$ cat src/rtl/alu_pkg.sv
// Shared ALU definitions: alu_ctrl opcodes, FSM state encoding and result packing.
// Also imported by the decoder that produces alu_ctrl.
package alu_pkg;

  localparam logic [3:0] ALU_AND = 4'b0000;
  localparam logic [3:0] ALU_OR  = 4'b0001;
  localparam logic [3:0] ALU_ADD = 4'b0010;
  localparam logic [3:0] ALU_SUB = 4'b0110;
  localparam logic [3:0] ALU_SLL = 4'b0011;
  localparam logic [3:0] ALU_XOR = 4'b1000;
  localparam logic [3:0] ALU_SRL = 4'b1010;
  localparam logic [3:0] ALU_SRA = 4'b1011;

  localparam logic [1:0] ST_IDLE  = 2'd0;
  localparam logic [1:0] ST_SHIFT = 2'd1;
  localparam logic [1:0] ST_DONE  = 2'd2;

  typedef struct packed {
    logic        err;
    logic        zero;
    logic [31:0] result;
  } alu_out_t;

  function automatic logic is_shift_op(input logic [3:0] op);
    return (op == ALU_SLL) || (op == ALU_SRL) || (op == ALU_SRA);
  endfunction

  function automatic logic is_legal_op(input logic [3:0] op);
    return (op == ALU_AND) || (op == ALU_OR) || (op == ALU_ADD) ||
           (op == ALU_SUB) || (op == ALU_XOR) || is_shift_op(op);
  endfunction

  function automatic alu_out_t make_out(input logic [31:0] r);
    alu_out_t o;
    o.err    = 1'b0;
    o.zero   = (r == 32'd0);
    o.result = r;
    return o;
  endfunction

endpackage

$ cat src/rtl/alu_shifter.sv
// Shift datapath for alu_exec_unit: iterative 1-bit-per-cycle shifter by default,
// single-cycle barrel shifter when ALU_BARREL_SHIFT_EN is defined.
module alu_shifter
  import alu_pkg::*;
(
  input  logic        clk,
  input  logic        rst,
  input  logic        start_i,
  input  logic [3:0]  op_i,
  input  logic [31:0] data_i,
  input  logic [4:0]  shamt_i,
  output logic        imm_o,
  output logic [31:0] imm_result_o,
  output logic        last_o,
  output logic [31:0] step_result_o
);

`ifdef ALU_BARREL_SHIFT_EN
  logic unused_seq;
  assign unused_seq = &{1'b0, clk, rst, start_i};

  always_comb begin
    imm_result_o = data_i;
    case (op_i)
      ALU_SLL: imm_result_o = data_i << shamt_i;
      ALU_SRL: imm_result_o = data_i >> shamt_i;
      ALU_SRA: imm_result_o = $unsigned($signed(data_i) >>> shamt_i);
      default: imm_result_o = data_i;
    endcase
  end

  assign imm_o         = 1'b1;
  assign last_o        = 1'b0;
  assign step_result_o = 32'd0;
`else
  logic [31:0] sh_q, sh_d;
  logic [4:0]  cnt_q;
  logic [3:0]  op_q;

  always_comb begin
    sh_d = sh_q;
    case (op_q)
      ALU_SLL: sh_d = {sh_q[30:0], 1'b0};
      ALU_SRL: sh_d = {1'b0, sh_q[31:1]};
      default: sh_d = {sh_q[31], sh_q[31:1]};
    endcase
  end

  // A zero-amount shift never loads; the top completes it directly from data_i.
  always_ff @(posedge clk or posedge rst) begin
    if (rst) begin
      sh_q  <= 32'd0;
      cnt_q <= 5'd0;
      op_q  <= 4'd0;
    end else if (start_i && (shamt_i != 5'd0)) begin
      sh_q  <= data_i;
      cnt_q <= shamt_i;
      op_q  <= op_i;
    end else if (cnt_q != 5'd0) begin
      sh_q  <= sh_d;
      cnt_q <= cnt_q - 5'd1;
    end
  end

  assign imm_o         = (shamt_i == 5'd0);
  assign imm_result_o  = data_i;
  assign last_o        = (cnt_q == 5'd1);
  assign step_result_o = sh_d;
`endif

endmodule

$ cat src/rtl/alu_exec_unit.sv
// ALU execution unit: IDLE/SHIFT/DONE FSM with valid/ready on both sides.
// Shift latency depends on ALU_BARREL_SHIFT_EN (see alu_shifter); results do not.
module alu_exec_unit
  import alu_pkg::*;
(
  input  logic        clk,
  input  logic        rst,
  input  logic        in_valid,
  output logic        in_ready,
  input  logic [3:0]  alu_ctrl,
  input  logic [31:0] op_a,
  input  logic [31:0] op_b,
  output logic        out_valid,
  input  logic        out_ready,
  output logic [31:0] result,
  output logic        zero,
  output logic        err,
  output logic [1:0]  dbg_state_o
);

  // Handshake: a request transfers on a rising edge with in_valid && in_ready
  // (IDLE only); a result transfers on a rising edge with out_valid && out_ready
  // (DONE only). Outputs hold steady while out_valid is high and out_ready low.

  logic [1:0] state_q, state_d;
  alu_out_t   out_q, out_d;
  logic [31:0] alu_val;
  logic        accept;
  logic        sh_imm, sh_last;
  logic [31:0] sh_imm_result, sh_step;

  assign accept = in_valid && in_ready;

  alu_shifter u_shifter (
    .clk           (clk),
    .rst           (rst),
    .start_i       (accept && is_shift_op(alu_ctrl)),
    .op_i          (alu_ctrl),
    .data_i        (op_a),
    .shamt_i       (op_b[4:0]),
    .imm_o         (sh_imm),
    .imm_result_o  (sh_imm_result),
    .last_o        (sh_last),
    .step_result_o (sh_step)
  );

  always_comb begin
    alu_val = 32'd0;
    case (alu_ctrl)
      ALU_AND: alu_val = op_a & op_b;
      ALU_OR:  alu_val = op_a | op_b;
      ALU_ADD: alu_val = op_a + op_b;
      ALU_SUB: alu_val = op_a - op_b;
      ALU_XOR: alu_val = op_a ^ op_b;
      default: alu_val = 32'd0;
    endcase
  end

  always_comb begin
    state_d = state_q;
    out_d   = out_q;
    case (state_q)
      ST_IDLE: begin
        if (in_valid) begin
          if (!is_legal_op(alu_ctrl)) begin
            out_d   = '{err: 1'b1, zero: 1'b1, result: 32'd0};
            state_d = ST_DONE;
          end else if (is_shift_op(alu_ctrl)) begin
            if (sh_imm) begin
              out_d   = make_out(sh_imm_result);
              state_d = ST_DONE;
            end else begin
              state_d = ST_SHIFT;
            end
          end else begin
            out_d   = make_out(alu_val);
            state_d = ST_DONE;
          end
        end
      end
      ST_SHIFT: begin
        if (sh_last) begin
          out_d   = make_out(sh_step);
          state_d = ST_DONE;
        end
      end
      ST_DONE: begin
        if (out_ready) state_d = ST_IDLE;
      end
      default: state_d = ST_IDLE;
    endcase
  end

  always_ff @(posedge clk or posedge rst) begin
    if (rst) begin
      state_q <= ST_IDLE;
      out_q   <= '0;
    end else begin
      state_q <= state_d;
      out_q   <= out_d;
    end
  end

  assign in_ready    = (state_q == ST_IDLE);
  assign out_valid   = (state_q == ST_DONE);
  assign result      = out_q.result;
  assign zero        = out_q.zero;
  assign err         = out_q.err;
  assign dbg_state_o = state_q;

endmodule

$ cat config.mk
export PLATFORM = sky130hd
export DESIGN_NAME = alu_exec_unit
export DESIGN_NICKNAME = d
export VERILOG_FILES = /design/src/rtl/alu_pkg.sv /design/src/rtl/alu_shifter.sv /design/src/rtl/alu_exec_unit.sv
export SDC_FILE = /design/constraint.sdc
export NUM_CORES = 1
export LEC_CHECK = 0
export ABC_CLOCK_PERIOD_IN_PS = 3500
export BUFFER_PORTS_ARGS = -buffer_cell sky130_fd_sc_hd__buf_4
export CAP_MARGIN = 20
export CORE_MARGIN = 1.5
export CORE_UTILIZATION = 35
export CTS_CLUSTER_SIZE = 16
export DETAILED_ROUTE_END_ITERATION = 10
export PLACE_DENSITY_LB_ADDON = 0.1
export SLEW_MARGIN = 15
export SYNTH_ARGS = -nofsm -noshare
export SYNTH_HDL_FRONTEND = slang
export SYNTH_SLANG_ARGS = --single-unit
$ cat constraint.sdc
create_clock -name clk -period 3.5 [get_ports clk]
set_clock_uncertainty 0.2 [all_clocks]
set_input_delay 0.7 -clock clk [delete_from_list [all_inputs] [get_ports clk]]
set_output_delay 0.7 -clock clk [all_outputs]
set_load 0.01 [all_outputs]
==> reports/qor.csv, run 1 <==
stage;metric;value;unit
timing;worst_pin_slew;0.846;ns
power;p_clk_frac;0.155;
floorplan;dieArea;0.0261;mm2
yosys;synthSimpleGateAreaFrac;0.171;
global_routing;busiest_layer;met2;
clock_tree;htreeDepth;3;
power;switching_power;0.00290;W
yosys;synth-adder-area-share;0.144;
global_routing;grt_pass1_wl;54.0;mm
power;power_frac_comb;0.604;
global_routing;grt.met2_usage;0.418;
floorplan;rows;57;
yosys;synth_area_per_cell;7.64;um2
critical_path;path_max_fanout;3;
yosys;yosysSeqAreaShare;0.219;
yosys;ys_ff_latch;77;
floorplan;pin_count;110;
clock_tree;path_clk_slew;0.06;ns
drt;wl;35.6;mm
critical_path;slowest_stage;or4_4;
critical_path;crit_chain;buf_6 > nor4_4 > buf_4 > buf_6 > nand3_4 > buf_6 > o41ai_4 > xnor2_1 > ha_1 > buf_6 > nand2_4 > o41a_4 > a31oi_4 > buf_6 > a21o_1 > a21oi_2 > xnor2_1 > a22oi_2 > nand3_1 > or4_4 > o31ai_2;
yosys;synth_edf_count;0;
drt;drtAntennaViolNets;0;
cells_and_area;drive_gt1_frac;0.425;
yosys;synth_ff_type;dfrtp_1;
yosys;synth_mux_area_frac;0.0609;
clock_tree;cts_buffers;9;
timing;slew_violations;0;
global_routing;met1_usage;0.396;
critical_path;worst-path-buf-inv;6;
cells_and_area;n_antenna_cell;0;
yosys;synth_top_family_by_area;compound AO/OA/AOI/OAI gates;
global_routing;grt_max_degree;68;
clock_tree;cts_hold_buf;0;
yosys;synth_xor_area_frac;0.0576;
power;seqPwrFrac;0.241;
drt;drtIter0Drc;655;
timing;finalSetupTns;-16.15;ns
placement;place_area;0.0122;mm2
critical_path;cp_data_required_time;3.55;ns
yosys;synthArstFlopShare;1.00;
run_status;failed_checks;setup timing;
timing;min_period_over_period;1.33;
placement;dp_hpwl;28.2;mm
cells_and_area;ff_latch_area;0.00193;mm2
clock_tree;clockBufferDepth;2;
cells_and_area;areaGrowthSynthToFinish;59.4;%
hold_path;worstHoldPathType;input pin to asynchronous set/reset pin;
critical_path;crit_top_cell;buf_6;
timing;max_freq;214;MHz
yosys;synth_top_area_share;0.219;
global_routing;grt-ovfl-total;0;
power;pwr_density_cell;486;mW/mm2
placement;gp_congestion;0.946;
cells_and_area;fill_cells;2258;
yosys;syn_area;0.00881;mm2
run;maxCapViolCount;0;
power;p_int;0.00393;W
timing;timing.slew.headroom;0.436;
timing;min_period;4.67;ns
global_routing;met3_usage;0.0232;
yosys;syn-num-nets;1326;
global_routing;grt_pass1_vias;9600;
floorplan;die_h;162;um
timing;report.final.setup_viol;25;
yosys;yosys_warnings;0;
yosys;synth_top_cells_by_count;a21oi_1, nor2_1, ha_1, inv_1, nand2_1;
timing;hold_viol;0;
yosys;yosysTopAreaCell;dfrtp_1;
clock_tree;clk_latency;0.34;ns
clock_tree;numClockSinks;77;
critical_path;critical-path-max-stage-delay;0.55;ns
global_routing;grtUsageTotal;0.266;
yosys;netlist_instances;1153;
critical_path;arrival;4.72;ns
drt;first_pass_iters;5;
critical_path;critPathKind;input pin to flip-flop;
power;vdd_drop_max;0.402;mV
drt;drt-vias-per-instance;5.41;
cells_and_area;fin_area;0.0140;mm2
floorplan;core;0.0245;mm2
critical_path;crit_path_end_kind;flip-flop;
power;switching_share;0.425;
clock_tree;root_buffer;clkbuf_16;
power;p_leak;6.59;nW
placement;io_buffers;109;
drt;routed-via-count;10059;
critical_path;crit_family;compound AO/OA/AOI/OAI gates;
cells_and_area;nNetsFinal;1702;
run_status;status;complete, but fails checks;
yosys;synth.most_common_cell;a21oi_1;
yosys;synth_compound_area_frac;0.274;
floorplan;dieWidth;162;um
timing;rsz0062_at_grt;true;
floorplan;initial_core_util;0.359;
yosys;netlist-cell-type-count;73;
drt;route.detailed.drc;0;
drt;routedWlPerCell;19.1;um
timing;fin_ws;-1.17;ns
cells_and_area;multi_input_area;0.00758;mm2
critical_path;crit_path_start_kind;input pin;
yosys;synth_area_leaders;dfrtp_1, ha_1, a21oi_1;
clock_tree;cts_tree;done;
global_routing;antenna_found_initial;0;
metrics by stage:
step           hold slack, ns  instances  total power, W   util  setup slack [ns]
2_1_floorplan           0.231       1153         0.00375      -             -1.30
3_3_place_gp            0.253       1808         0.00523  0.497             -1.90
3_5_place_dp            0.246       1808         0.00527  0.497             -1.81
4_1_cts                 0.167       1845         0.00666  0.553             -1.35
5_1_grt                 0.187       1858         0.00729  0.573             -1.41
6_report                0.153       1858         0.00683  0.573             -1.17
path summary, 6_finish.rpt:
| path | from | to | slack (ns) | depth (start not counted) |
|---|---|---|---|---|
| min | rst | result[22] | 0.15 | 2 |
| min in group clk | u_shifter.op_q[1] | u_shifter.op_q[1] | 0.27 | 1 |
| max in group asynchronous | rst | u_shifter.sh_q[9] | 2.24 | 3 |
| max reg2reg | dbg_state_o[1] | zero | 0.40 | 11 |
| max | op_b[5] | zero | -1.17 | 21 |
| min reg2reg | u_shifter.op_q[1] | u_shifter.op_q[1] | 0.27 | 1 |
power by group through the flow:
stage	clock, W	combinational, W	sequential (W)
3_5_place_dp	0	0.00361	0.00166
5_1_grt	0.00112	0.00447	0.00170
6_report	0.00106	0.00412	0.00165
4_1_cts	0.00108	0.00394	0.00165
3_3_place_gp	0	0.00358	0.00165
2_1_floorplan	0	0.00207	0.00168
routing by layer:
layer  vias to the layer above  part of all wire
met4                         0             0.012
met5                         -                 0
met2                       291              0.45
li1                       4887                 -
met3                        30             0.044
met1                      4851              0.50
final cells by class:
class,count,area share
clock buffers,10,0.0163
clock inverters,6,0.00793
inverters,93,0.0251
multi-input cells,914,0.540
flip-flops and latches,77,0.137
well taps,324,0.0289
repair buffers,434,0.245
placed cells by master, fill, tap and decap left out, types with 8 or more instances in the layout:
master	count
nor2_2	10
o221ai_2	18
o21ai_1	22
a31oi_1	11
inv_1	88
nor3_1	10
o21ai_0	46
a21oi_1	92
dfrtp_1	77
mux2i_1	46
o21a_1	27
nor4_1	10
buf_6	27
nor2b_1	8
buf_4	400
xnor2_1	36
a21o_1	13
nand2_4	8
a21oi_4	14
o21ai_2	9
xor2_1	14
nand3_1	13
ha_1	93
a21oi_2	21
nand4_1	20
nand2_1	75
a211oi_1	9
a22oi_1	9
clkbuf_16	9
nor2_1	105
kinds of logic (layout without fill, tap and decap cells):
| logic type | Yosys count | in the layout |
|---|---|---|
| AO/OA/AOI/OAI | 377 | 377 |
| multiplexers | 53 | 53 |
| AND/OR/NAND/NOR | 325 | 325 |
| flip-flops | 77 | 77 |
| XOR/XNOR | 58 | 58 |
| adder cells (fa/ha/maj) | 101 | 101 |
| buffers and inverters | 162 | 543 |
sequential cells by signal, summed over array words and instances (netlist names):
register         flops
u_shifter.op_q       4
zero                 1
u_shifter.sh_q      32
result              32
dbg_state_o          2
err                  1
u_shifter.cnt_q      5
what timing repair did:
action	4_1_cts	5_1_grt
setup endpoints to repair	26	28
endpoints found under the hold margin	0	0
gates resized for setup	169	79
gates cloned	0	0
pin swaps	84	89
buffers inserted	24	22
Note: power is estimated with default switching activity, not from simulation.
==> run 2, diff against run 1 <==
--- a/config.mk
+++ b/config.mk
@@ -5,11 +5,12 @@
 export SDC_FILE = /design/constraint.sdc
 export NUM_CORES = 1
 export LEC_CHECK = 0
-export ABC_CLOCK_PERIOD_IN_PS = 3500
+export ABC_CLOCK_PERIOD_IN_PS = 5900
 export BUFFER_PORTS_ARGS = -buffer_cell sky130_fd_sc_hd__buf_4
 export CAP_MARGIN = 20
 export CORE_MARGIN = 1.5
 export CORE_UTILIZATION = 35
+export CTS_BUF_LIST = sky130_fd_sc_hd__clkbuf_16
 export CTS_CLUSTER_SIZE = 16
 export DETAILED_ROUTE_END_ITERATION = 10
 export PLACE_DENSITY_LB_ADDON = 0.1
==> constraint.sdc (replaced) <==
create_clock -name clk -period 5.9 [get_ports clk]
set_clock_uncertainty 0.2 [all_clocks]
set_input_delay 1.18 -clock clk [delete_from_list [all_inputs] [get_ports clk]]
set_output_delay 1.18 -clock clk [all_outputs]
set_load 0.01 [all_outputs]
==> run 2 against run 1 <==
- the flow now finishes without violations
- final cell count down 16%
- routed wire length fell by 11%
- flip-flop and latch count stayed put
- clock power down 48%
- count of clock-buffer cells in the layout shrank 1
- largest power group unchanged
==> reports/qor.csv, run 2 (synthesis gave the netlist of run 1 again) <==
stage;metric;value;unit;change
drt;wl;31.6;mm;-11%
timing;worst_pin_slew;0.986;ns;+0.140 ns
power;power_frac_comb;0.553;;-0.051
timing;min_period_over_period;0.952;;
timing;min_period;5.61;ns;
clock_tree;cts_tree;done;;
timing;hold_ws;0.282;ns;+0.129 ns
floorplan;core;0.0245;mm2;unchanged
global_routing;grt_pass1_vias;8252;;-14%
run_status;status;finished, final reports clean;;
power;pwr_density_cell;332;mW/mm2;-32%
cells_and_area;final_cell_mix;buf_4, a21oi_1, nor2_1;;
placement;gp_congestion;0.920;;-2.7%
power;vdd_drop_max;0.209;mV;-48%
drt;routedWlPerCell;20.2;um;+5.4%
timing;slew_violations;0;;unchanged
critical_path;critPathKind;input pin to flip-flop;;
power;seqPwrFrac;0.287;;+0.046
drt;drtAntennaViolNets;0;;unchanged
power;p_clk_frac;0.160;;+0.005
timing;finalSetupTns;0;ns;+16.15 ns
power;switching_power;0.00152;W;-48%
global_routing;grt_max_degree;80;;+18%
hold_path;hp-start;u_shifter.op_q[1];;
power;switching_share;0.443;;+0.0181
clock_tree;clk_latency;0.35;ns;about the same
floorplan;dieArea;0.0261;mm2;unchanged
clock_tree;numClockSinks;77;;unchanged
floorplan;dieWidth;162;um;unchanged
critical_path;crit_path_end_kind;flip-flop;;
timing;timing.slew.headroom;0.342;;-0.0942
drt;drtIter0Drc;760;;+16%
global_routing;grt_pass1_wl;49.1;mm;-9.0%
drt;first_pass_iters;5;;unchanged
cells_and_area;n_antenna_cell;0;;unchanged
placement;dp_cells;1553;;-14%
global_routing;grt-ovfl-total;0;;unchanged
floorplan;die_h;162;um;unchanged
clock_tree;htreeDepth;3;;unchanged
cells_and_area;nNetsFinal;1413;;-17%
cells_and_area;utilization;0.422;;-0.151
floorplan;rows;57;;unchanged
drt;route.detailed.drc;0;;unchanged
placement;io_buffers;109;;unchanged
critical_path;r2r_slack;2.54;ns;+2.14 ns
clock_tree;cts_hold_buf;0;;unchanged
clock_tree;cts_resized;0;;-100%
cells_and_area;final_cells;1569;;-16%
clock_tree;root_buffer;clkbuf_16;;
timing;max_freq;178;MHz;
critical_path;arrival;5.64;ns;+0.92 ns
global_routing;antenna_found_initial;0;;unchanged
drt;drt-vias-per-instance;5.63;;+4.0%
critical_path;rr_endpoint;zero;;
cells_and_area;areaGrowthSynthToFinish;17.3;%;
hold_path;whs_endpoint;u_shifter.op_q[1];;
clock_tree;cts_buffers;9;;unchanged
cells_and_area;layout_commonest_cell;buf_4;;
clock_tree;post_cts_buffers;0;;-100%
floorplan;pin_count;110;;unchanged
timing;hold_viol;0;;unchanged
timing;rsz0062_at_grt;false;;
placement;dp_hpwl;25.2;mm;-11%
clock_tree;path_clk_slew;0.06;ns;about the same
critical_path;crit_path_start_kind;input pin;;
critical_path;path_max_fanout;6;;+3
clock_tree;clockBufferDepth;2;;unchanged
timing;report.final.setup_viol;0;;-100%
global_routing;grtUsageTotal;0.243;;-0.0232
power;p_int;0.00191;W;-51%
power;p_leak;4.77;nW;-28%
cells_and_area;drive_gt1_frac;0.153;;-0.272
hold_path;worstHoldPathType;flip-flop to flip-flop;;
drt;routed-via-count;8830;;-12%
critical_path;r2r_cells;11;;unchanged
run;maxCapViolCount;0;;unchanged
critical_path;worstReg2RegStart;dbg_state_o[0];;
floorplan;initial_core_util;0.359;;unchanged
critical_path;cp_data_required_time;5.93;ns;+2.38 ns
hold_path;hold_depth;1;;
## run 2: power groups by stage
stage / Sequential, W / Combinational (W) / Clock [W]
6_report: 0.000986 / 0.00190 / 0.000549
4_1_cts: 0.000989 / 0.00189 / 0.000558
5_1_grt: 0.00102 / 0.00210 / 0.000582
3_5_place_dp: 0.000998 / 0.00188 / 0
3_3_place_gp: 0.000993 / 0.00187 / 0
2_1_floorplan: 0.000996 / 0.00119 / 0
## run 2: metrics by stage
stage	setup slack [ns]	power (W)	area (um2)
final	0.286	0.00343	10300
after global routing	0.00307	0.00370	10300
after global placement	-0.0294	0.00287	10000
after detailed placement	0.0675	0.00288	10000
after CTS	0.412	0.00344	10300
after floorplan	0.0620	0.00219	8820
## run 2: critical path: stages
cell       delay [ns]
buf_4            0.14
nor4_1           0.28
buf_4            0.17
nand2_1          0.06
nor3_2           0.32
nand4_1          0.24
o31ai_1          0.30
xnor2_1          0.19
ha_1             0.33
a21o_1           0.22
nor3_1           0.15
o2111ai_1        0.15
o311a_1          0.19
a31oi_1          0.34
o31ai_1          0.16
xnor2_1          0.34
nor2_1           0.07
a221oi_1         0.39
o221ai_1         0.25
o21a_1           0.16
## run 2: worst max-delay path by stage
stage | startpoint | endpoint | slack (ns) | cells past startpoint
after floorplan | alu_ctrl[3] | zero | 0.06 | 19
after global placement | op_b[5] | result[26] | -0.03 | 20
after detailed placement | op_b[5] | result[26] | 0.07 | 20
after CTS | op_b[5] | result[26] | 0.41 | 20
after global routing | op_b[4] | zero | 0.003 | 21
final | op_b[4] | result[26] | 0.29 | 20
## run 2: per-layer routing
| metal | GRT usage | vias to the layer above | share of wire |
|---|---|---|---|
| met4 | 0.0396 | 0 | 0.010 |
| met2 | 0.360 | 318 | 0.42 |
| met3 | 0.0174 | 22 | 0.057 |
| met1 | 0.386 | 4180 | 0.51 |
| met5 | 0 | - | 0 |
| li1 | - | 4310 | - |
## run 2: area by class of cell
type / instances / area, um2
fill: 2594 / 14200
timing repair buffer: 145 / 1090
clock inverter: 7 / 66.3
tap: 324 / 405
inverter: 93 / 350
clock buffer: 9 / 225
sequential: 77 / 1930
multi-input combinational: 914 / 6280
==> run 3, diff against run 2 <==
--- a/config.mk
+++ b/config.mk
@@ -9,7 +9,7 @@
 export BUFFER_PORTS_ARGS = -buffer_cell sky130_fd_sc_hd__buf_4
 export CAP_MARGIN = 20
 export CORE_MARGIN = 1.5
-export CORE_UTILIZATION = 35
+export CORE_UTILIZATION = 50
 export CTS_BUF_LIST = sky130_fd_sc_hd__clkbuf_16
 export CTS_CLUSTER_SIZE = 16
 export DETAILED_ROUTE_END_ITERATION = 10
==> run 3 against run 2 <==
- flip-flop and latch count did not move
- first-iteration DRC count grew 37%
- combinational power hardly changed
- sequential power hardly changed
- via count is 0.93% higher
- die area down 29%
- power down 1.3%
- critical path depth is 1 higher
- count of clock-buffer cells in the layout unchanged
- critical path type unchanged
- highest routed layer unchanged
==> reports/qor.csv, run 3 (synthesis gave the netlist of run 1 again) <==
stage;metric;value;unit;change
drt;wl;29.4;mm;-7.2%
clock_tree;cts_buffers;9;;unchanged
global_routing;grt-ovfl-total;0;;unchanged
clock_tree;clk_latency;0.33;ns;-0.02 ns
drt;top_layer_used;met4;;
global_routing;grt_pass1_vias;8266;;+0.17%
placement;dp_hpwl;23.5;mm;-6.6%
floorplan;die_h;136;um;-16%
drt;drt-vias-per-instance;6.07;;+7.9%
critical_path;path_max_fanout;6;;unchanged
drt;route.detailed.drc;0;;unchanged
timing;report.final.setup_viol;0;;unchanged
timing;finalSetupTns;0;ns;unchanged
cells_and_area;n_antenna_cell;0;;unchanged
floorplan;rows;48;;-16%
cells_and_area;areaGrowthSynthToFinish;15.8;%;
cells_and_area;nNetsFinal;1413;;unchanged
power;p_leak;4.77;nW;about the same
timing;worst_pin_slew;0.954;ns;-0.0317 ns
drt;first_pass_iters;5;;unchanged
cells_and_area;layout_commonest_cell;buf_4;;
floorplan;initial_core_util;0.511;;+0.152
drt;wl_met3;2.47;mm;+38%
critical_path;arrival;5.62;ns;-0.02 ns
power;switching_share;0.437;;-0.00592
drt;routed-via-count;8912;;+0.93%
placement;io_buffers;109;;unchanged
global_routing;grt_pass1_wl;46.2;mm;-5.9%
floorplan;dieWidth;136;um;-16%
timing;hold_viol;0;;unchanged
floorplan;core;0.0172;mm2;-30%
timing;rsz0062_at_grt;false;;
critical_path;crit_path_end_kind;flip-flop;;
drt;drtIter0Drc;1043;;+37%
clock_tree;clockBufferDepth;2;;unchanged
run;maxCapViolCount;0;;unchanged
cells_and_area;final_cell_mix;buf_4, a21oi_1, nor2_1;;
drt;wl_met1;14.0;mm;-14%
power;p_clk_frac;0.153;;-0.007
clock_tree;cts_tree;done;;
critical_path;cp_data_required_time;5.95;ns;+0.02 ns
placement;gp_congestion;1.02;;+11%
clock_tree;path_clk_slew;0.05;ns;about the same
timing;slew_violations;0;;unchanged
power;power_frac_comb;0.557;;+0.004
timing;max_freq;180;MHz;+0.79%
floorplan;dieArea;0.0184;mm2;-29%
global_routing;grtUsageTotal;0.325;;+0.0815
clock_tree;root_buffer;clkbuf_16;;
cells_and_area;multi_input_area;0.00628;mm2;about the same
clock_tree;htreeDepth;3;;unchanged
drt;drtAntennaViolNets;0;;unchanged
global_routing;antenna_found_initial;0;;unchanged
clock_tree;numClockSinks;77;;unchanged
power;switching_power;0.00148;W;-2.6%
cells_and_area;drive_gt1_frac;0.151;;-0.00124
timing;min_period_over_period;0.944;;-0.00744
critical_path;critPathKind;input pin to flip-flop;;
power;pwr_density_cell;332;mW/mm2;about the same
power;vdd_drop_max;0.358;mV;+71%
drt;routedWlPerCell;20.0;um;-0.75%
timing;hold_ws;0.271;ns;-0.0111 ns
global_routing;grt_max_degree;80;;unchanged
run_status;status;finished, final reports clean;;
timing;min_period;5.57;ns;-0.0439 ns
power;seqPwrFrac;0.290;;+0.003
power;p_int;0.00191;W;-0.20%
timing;timing.slew.headroom;0.363;;+0.0212
drt;wl_met2;12.4;mm;-7.0%
cells_and_area;ff_latch_area;0.00193;mm2;unchanged
critical_path;crit_path_start_kind;input pin;;
clock_tree;cts_hold_buf;0;;unchanged
cells_and_area;fill_cells;1635;;-37%
hold_path;worstHoldPathType;flip-flop to flip-flop;;
floorplan;pin_count;110;;unchanged
[run 3: stage by stage]
step | setup WS, ns | total power (W) | instances | area, um2 | util
2_1_floorplan | 0.0620 | 0.00219 | 1153 | 8820 | -
3_3_place_gp | -0.0373 | 0.00282 | 1452 | 9900 | 0.574
3_5_place_dp | 0.00613 | 0.00284 | 1452 | 9900 | 0.574
4_1_cts | 0.332 | 0.00337 | 1465 | 10200 | 0.590
5_1_grt | 0.00639 | 0.00365 | 1467 | 10200 | 0.592
6_report | 0.330 | 0.00339 | 1467 | 10200 | 0.592
[run 3: cell type report]
class | count | share of cell area
multi-input combinational | 914 | 0.615
sequential | 77 | 0.189
timing repair buffer | 145 | 0.108
inverter | 93 | 0.0342
tap | 225 | 0.0276
clock buffer | 9 | 0.0221
clock inverter | 4 | 0.00429
[run 3: timing repair]
action / CTS / global route
buffers inserted: 0 / 1
resized for setup: 0 / 2
setup endpoints to repair: 0 / 1
endpoints found under the hold margin: 0 / 0
[run 3: power groups by stage]
stage               logic [W]  clock network (W)  registers, W
global route          0.00210           0.000542       0.00102
floorplan             0.00119                  0      0.000996
detailed placement    0.00186                  0      0.000988
CTS                   0.00187           0.000521      0.000981
finish                0.00189           0.000517      0.000983
global placement      0.00184                  0      0.000980
[run 3: layer usage]
layer / track usage / vias up
met5: 0 / -
met4: 0.0771 / 0
met3: 0.0412 / 31
met2: 0.478 / 405
met1: 0.497 / 4174
li1: - / 4302
[run 3: final timing paths]
| check | endpoint | slack (ns) | start | cells past startpoint |
|---|---|---|---|---|
| worst max-delay path | zero | 0.33 | op_b[5] | 21 |
| worst min-delay path | u_shifter.op_q[1] | 0.27 | u_shifter.op_q[1] | 1 |
| worst max register to register | zero | 2.61 | dbg_state_o[0] | 11 |
| worst min register to register | u_shifter.op_q[1] | 0.27 | u_shifter.op_q[1] | 1 |
| max in group asynchronous | u_shifter.sh_q[27] | 3.70 | rst | 3 |
| min in group asynchronous | u_shifter.cnt_q[1] | 0.79 | rst | 2 |
[run 3: critical path, stage by stage]
cell     delay, ns
buf_4         0.13
nor4_1        0.29
buf_4         0.17
nand2_1       0.08
nor3_4        0.21
nand4_1       0.21
buf_4         0.20
nor3_1        0.27
nor2_1        0.09
xnor2_1       0.14
ha_1          0.42
nand2_1       0.18
o31ai_1       0.31
a31oi_1       0.08
buf_4         0.16
a21oi_1       0.26
xor2_1        0.11
a21oi_1       0.23
o21ai_1       0.10
or4_1         0.55
o31ai_2       0.22
